==> config.mk <==
export PLATFORM = sky130hd
export DESIGN_NAME = fir_mac_sched
export DESIGN_NICKNAME = d
export VERILOG_FILES = /design/src/rtl/fir_pkg.sv /design/src/rtl/booth_mul.sv /design/src/rtl/fir_mac_sched.sv
export SDC_FILE = /design/constraint.sdc
export NUM_CORES = 2
export LEC_CHECK = 0
export CORE_UTILIZATION = 46
export CTS_BUF_LIST = sky130_fd_sc_hd__clkbuf_8
export DETAILED_ROUTE_END_ITERATION = 10
export GPL_TIMING_DRIVEN = 0
export PLACE_DENSITY = 0.73
export SLEW_MARGIN = 20
export SYNTH_ARGS = -nofsm -noshare
export SYNTH_HDL_FRONTEND = slang
export SYNTH_SLANG_ARGS = --single-unit
==> constraint.sdc <==
create_clock -name clk -period 11 [get_ports clk]
set_input_delay 3.3 -clock clk [delete_from_list [all_inputs] [get_ports clk]]
set_output_delay 3.3 -clock clk [all_outputs]
set_load 0.01 [all_outputs]
==> src/rtl/fir_pkg.sv <==
// Shared types, widths and the output rounding/saturation helper for the
// symmetric FIR MAC scheduler.
package fir_pkg;

    localparam int TAPS      = 64;
    localparam int DW        = 24;
    localparam int CW        = 16;
    localparam int COEF_FRAC = 15;
    localparam int ACC_W     = 48;
    localparam int HALF_TAPS = TAPS / 2;
    localparam int AW        = $clog2(HALF_TAPS);
    localparam int PW        = $clog2(TAPS);
    localparam int PRE_W     = DW + 1;
    localparam int PROD_W    = PRE_W + CW;
    localparam int DRAIN_CYC = 3;

    // Half an LSB of the output scale, and the clip limits, all at accumulator width.
    localparam logic signed [ACC_W-1:0] RND_HALF =
        {{(ACC_W-COEF_FRAC){1'b0}}, 1'b1, {(COEF_FRAC-1){1'b0}}};
    localparam logic signed [ACC_W-1:0] SAT_MAX =
        {{(ACC_W-DW+1){1'b0}}, {(DW-1){1'b1}}};
    localparam logic signed [ACC_W-1:0] SAT_MIN =
        {{(ACC_W-DW+1){1'b1}}, {(DW-1){1'b0}}};

    typedef enum logic [1:0] {IDLE, MAC, DRAIN, OUT} state_e;

    // Round half up, drop the coefficient fraction, clip to DW bits. Returns {sat, data}.
    function automatic logic [DW:0] sat_round(input logic signed [ACC_W-1:0] acc);
        logic signed [ACC_W-1:0] r;
        r = (acc + RND_HALF) >>> COEF_FRAC;
        if (r > SAT_MAX) begin
            return {1'b1, SAT_MAX[DW-1:0]};
        end else if (r < SAT_MIN) begin
            return {1'b1, SAT_MIN[DW-1:0]};
        end
        return {1'b0, r[DW-1:0]};
    endfunction

endpackage

==> src/rtl/booth_mul.sv <==
// Combinational radix-4 Booth signed multiplier. The output is one bit wider
// than the exact product; the top bit carries no information.
module booth_mul import fir_pkg::*; #(
    parameter int A_W = PRE_W,
    parameter int B_W = CW
) (
    input  logic signed [A_W-1:0]   a,
    input  logic signed [B_W-1:0]   b,
    output logic signed [A_W+B_W:0] c
);

    localparam int C_W = A_W + B_W + 1;

    logic [B_W:0]          b_ext;
    logic signed [C_W-1:0] a_ext;
    logic signed [C_W-1:0] pp;
    logic signed [C_W-1:0] sum;

    assign b_ext = {b, 1'b0};
    assign a_ext = {{(C_W-A_W){a[A_W-1]}}, a};

    // Recode b in overlapping bit triplets and sum the shifted partial products.
    always_comb begin
        pp  = '0;
        sum = '0;
        for (int i = 0; i < B_W / 2; i++) begin
            case (b_ext[2*i +: 3])
                3'b001, 3'b010: pp = a_ext;
                3'b011:         pp = a_ext <<< 1;
                3'b100:         pp = -(a_ext <<< 1);
                3'b101, 3'b110: pp = -a_ext;
                default:        pp = '0;
            endcase
            sum = sum + (pp <<< (2 * i));
        end
    end

    assign c = sum;

endmodule

==> src/rtl/fir_mac_sched.sv <==
// Time-multiplexed MAC scheduler for the symmetric FIR: delay line, pre-adder,
// shared multiplier, accumulator and a single-entry output register.
//
// state | meaning
// IDLE  | waiting for an input sample, in_ready high
// MAC   | one symmetric tap pair per cycle, coef_addr = k
// DRAIN | three cycles while the last pairs flow through mul and accumulate
// OUT   | rounded sample presented until out_ready
module fir_mac_sched import fir_pkg::*; (
    input  logic                 clk,
    input  logic                 rst,
    input  logic                 in_valid,
    output logic                 in_ready,
    input  logic signed [DW-1:0] in_data,
    output logic [AW-1:0]        coef_addr,
    input  logic signed [CW-1:0] coef_data,
    output logic                 out_valid,
    input  logic                 out_ready,
    output logic signed [DW-1:0] out_data,
    output logic                 out_sat
);

    state_e state, state_nxt;

    logic [PW-1:0]             wp;
    logic [AW-1:0]             k;
    logic [1:0]                drain_cnt;
    logic signed [DW-1:0]      dline [TAPS];
    logic [PW-1:0]             idx_new;
    logic [PW-1:0]             idx_old;
    logic signed [PRE_W-1:0]   preadd_r;
    logic signed [PROD_W-1:0]  prod_r;
    logic signed [PROD_W:0]    mul_c;
    logic signed [ACC_W-1:0]   acc;
    logic                      pre_vld;
    logic                      prod_vld;
    logic                      accept;
    logic                      mac_last;
    logic                      drain_last;
    logic                      mul_unused;

    assign accept     = (state == IDLE) && in_valid;
    assign mac_last   = (k == AW'(HALF_TAPS - 1));
    assign drain_last = (drain_cnt == 2'd0);
    assign coef_addr  = k;

    // Pair k: newest-k and oldest+k, both modulo the delay-line length.
    assign idx_new = wp - PW'(k);
    assign idx_old = wp + PW'(k) + PW'(1);

    // Next-state and handshake outputs.
    always_comb begin
        state_nxt = state;
        in_ready  = 1'b0;
        out_valid = 1'b0;
        case (state)
            IDLE: begin
                in_ready = 1'b1;
                if (in_valid) state_nxt = MAC;
            end
            MAC: begin
                if (mac_last) state_nxt = DRAIN;
            end
            DRAIN: begin
                if (drain_last) state_nxt = OUT;
            end
            OUT: begin
                out_valid = 1'b1;
                if (out_ready) state_nxt = IDLE;
            end
            default: state_nxt = IDLE;
        endcase
    end

    // State register, tap index and drain down-counter.
    always_ff @(posedge clk) begin
        if (rst) begin
            state     <= IDLE;
            k         <= '0;
            drain_cnt <= '0;
        end else begin
            state <= state_nxt;
            if (accept) begin
                k <= '0;
            end else if (state == MAC) begin
                k <= k + AW'(1);
            end
            if (state == MAC && mac_last) begin
                drain_cnt <= 2'(DRAIN_CYC - 1);
            end else if (state == DRAIN && !drain_last) begin
                drain_cnt <= drain_cnt - 2'd1;
            end
        end
    end

    // Sample delay line; wp always points at the newest sample.
    always_ff @(posedge clk) begin
        if (rst) begin
            wp <= '0;
            for (int i = 0; i < TAPS; i++) dline[i] <= '0;
        end else if (accept) begin
            dline[wp + PW'(1)] <= in_data;
            wp                 <= wp + PW'(1);
        end
    end

    booth_mul #(.A_W(PRE_W), .B_W(CW)) u_mul (
        .a (preadd_r),
        .b (coef_data),
        .c (mul_c)
    );

    assign mul_unused = mul_c[PROD_W];

    // Pre-add and product stages; coef_data arrives in step with preadd_r.
    always_ff @(posedge clk) begin
        if (rst) begin
            pre_vld  <= 1'b0;
            prod_vld <= 1'b0;
            preadd_r <= '0;
            prod_r   <= '0;
        end else begin
            pre_vld  <= (state == MAC);
            prod_vld <= pre_vld;
            if (state == MAC) begin
                preadd_r <= PRE_W'(dline[idx_new]) + PRE_W'(dline[idx_old]);
            end
            prod_r <= mul_c[PROD_W-1:0];
        end
    end

    // Accumulator, cleared when a new sample is taken.
    always_ff @(posedge clk) begin
        if (rst) begin
            acc <= '0;
        end else if (accept) begin
            acc <= '0;
        end else if (prod_vld) begin
            acc <= acc + ACC_W'(prod_r);
        end
    end

    // Output register, loaded once on entry to OUT and held through backpressure.
    always_ff @(posedge clk) begin
        if (rst) begin
            out_sat  <= 1'b0;
            out_data <= '0;
        end else if (state == DRAIN && drain_last) begin
            {out_sat, out_data} <= sat_round(acc);
        end
    end

endmodule

==> impl_metrics.yaml <==
critical_path:
  crit_path_end_kind: "flop"
  setup.worst_path.start: "preadd_r[0]"
  worstSetupPathType: "reg -> reg"
  start_kind: "flop"
  max_stage_delay_ns: 0.80
  cp_max_fo: 10
  cp_slowest_cell: "fa_1"
  critical_path_arrival_ns: 11.77
  path_common_cell: "fa_1"
  regToRegStartpoint: "preadd_r[0]"
  cp_data_required_time_ns: 12.00
placement:
  routabilityCongestion: 1.033
  placed_area_sq_um: 110600
  dp.final_hpwl_microns: 330700
  io_buffers: 40
drt:
  wirelength_microns: 438100
  drt_drc_violations_left: 0
  firstDrtPassIters: 8
  drtIter0Drc: 12560
  wl_per_cell_microns: 37.12
  viasPerCell: 6.756
  ant_nets: 0
  num_vias: 79740
clock_network:
  cts.sinks: 1692
  htreeDepth: 5
  cts_tree: "built"
  numCtsBuffers: 305
  clock_latency_ns: 1.16
  clock-root-buffer: "clkbuf_8"
  cts_setup_buffers: 0
  clockBufferDepth: 4
  path_clk_slew_ns: 0.06
logic_synthesis:
  synth_top_area_frac: 0.4342
  ys_seq_elements: 1692
  ys_types: 88
  synthArstFlopShare: 0
  syn_nets: 8589
  synth_seq_area_share: 0.4636
  ys_warn_count: 0
  yosysTopAreaCell: "edfxtp_1"
  avgSynthCellArea_sq_um: 12.94
  synth-main-ff-cell: "edfxtp_1"
  synth_edf_count: 1536
  syn_inst: 8209
  syn-cell-area_sq_um: 106200
  synth.area.top_cells: "edfxtp_1 43%, mux4_2 21%, and2_1 9.2%, fa_1 3.6%, dfxtp_1 2.9%"
sta:
  finalClockSkew_ns: 0.1121
  fin_crit_ns: 10.77
  final_hold_viol_count: 0
  post-route-period-util: 0.9791
  setup_viol: 0
  setup_tns_ns: 0
  tightestPinTransition_ns: 1.322
  slew_headroom: 0.1183
  fmax_mhz: 92.85
  maxSlewViolCount: 0
  grt_setup_unrepaired: "no"
floorplan:
  initial_utilization: 0.4625
  die_h_microns: 482.6
  ios: 76
  fp.dieW_microns: 482.6
  rows: 176
  dieArea_sq_um: 232900
  fp.coreArea_sq_um: 229700
finish:
  syn_to_final_growth_pct: 9.213
  fin_util: 0.5051
  final_area_sq_um: 116000
  drive_gt1_frac: 0.1821
  layout_common_cells: "1554 x and2_1, 1536 x edfxtp_1, 983 x mux4_2, 594 x clkbuf_1, 410 x nor2_1"
  nNetsFinal: 8940
  layout_commonest_cell: "and2_1"
global_routing:
  overflow: 0
  grt_max_degree: 25
  grt_pass1_wl_microns: 603100
  antenna_found_initial: 54
  grt_pass1_vias: 78050
  grt_util_all_layers: 0.3746
status:
  outcome: "complete, no violations"
worst_hold_path:
  worstHoldPathType: "reg -> reg"
  worstHoldStart: "pre_vld"
job:
  drv_cap: 0
## metrics by stage
stage	hold slack (ns)	setup WS, ns	instances
floorplan	0.4138	1.538	8209
global placement	0.4632	-1.399	11280
detailed placement	0.4644	-1.340	11280
CTS	0.3565	0.003081	11780
global route	0.3701	0.03331	11790
finish	0.3732	0.2297	11800
## cell families after synthesis
logic type | count (synthesis) | synth area share
flip-flops | 1692 | 0.4636
AND/OR/NAND/NOR | 2671 | 0.1393
adder cells (fa/ha/maj) | 336 | 0.05293
XOR/XNOR | 247 | 0.02067
AO/OA/AOI/OAI | 1105 | 0.06718
multiplexers | 1081 | 0.2178
buffers and inverters | 1077 | 0.03860
## critical path: cells and delay by family, from the launching register on
family	cells	cell delay [ns]
DFF	1	0.33
AOI/OAI and AO/OA	6	1.83
buffers and inverters	6	2.38
and+or+nand+nor	9	2.71
xor gates and xnor gates	1	0.18
adders and majority gates	6	3.27
## routing by layer
metal	global-route usage	part of all wire	vias up
met4	0.2553	0.082	34
met1	0.4491	0.34	40230
met2	0.5721	0.44	6573
met5	0	0.00058	-
li1	-	-	31350
met3	0.1264	0.13	1558
## layout make-up
class	instances	area, sq um
multi-input cells	5440	52960
fillers	19630	113700
plain buffers	805	3201
flip-flops and latches	1692	49250
well taps	3026	3786
inverters	271	1017
clock inverters	184	869.6
diodes	20	50.05
clock buffers	320	4404
repair buffers	45	481.7
## final timing paths
kind	end	cells past startpoint	slack [ns]
worst min-delay path	prod_vld	1	0.37
worst min register to register	prod_vld	1	0.37
worst max-delay path	prod_r[39]	28	0.23
worst max register to register	prod_r[39]	28	0.23
## sequential cells by signal, indices dropped and copies added (netlist names)
| signal | cells |
|---|---|
| prod_vld | 1 |
| acc | 48 |
| prod_r | 41 |
| out_sat | 1 |
| drain_cnt | 2 |
| out_data | 24 |
| preadd_r | 25 |
| state | 2 |
| wp | 6 |
| coef_addr | 5 |
| dline | 1536 |
| pre_vld | 1 |
## synth_stat cells, drive strengths merged (11+ instances only)
| cell | instances |
|---|---|
| or2 | 79 |
| nand2b | 27 |
| xnor2 | 166 |
| o21bai | 16 |
| edfxtp | 1536 |
| ha | 147 |
| fa | 189 |
| dfxtp | 156 |
| a21oi | 348 |
| xor2 | 80 |
| nand4 | 21 |
| o22ai | 32 |
| clkbuf | 650 |
| o21ai | 221 |
| o211ai | 12 |
| or3 | 18 |
| nor3 | 46 |
| and3 | 13 |
| o221ai | 16 |
| a211oi | 71 |
| mux2i | 87 |
| buf | 156 |
| nand2 | 359 |
| a221oi | 122 |
| mux2 | 11 |
| a21o | 72 |
| inv | 264 |
| a22oi | 27 |
| nor2 | 410 |
| a221o | 16 |
| mux4 | 983 |
| a31oi | 33 |
| o21a | 28 |
| nor2b | 58 |
| and2 | 1558 |
| nand3 | 41 |
| o22a | 20 |
## timing repair
item / CTS / global route
hold buffers: 0 / 0
resized for setup: 4 / 16
setup endpoints to repair: 2 / 3
pin swaps: 0 / 0
cloned: 0 / 0
Power is not shown: default switching activity piles up to over one toggle a cycle in this logic, so the estimate is an artifact.
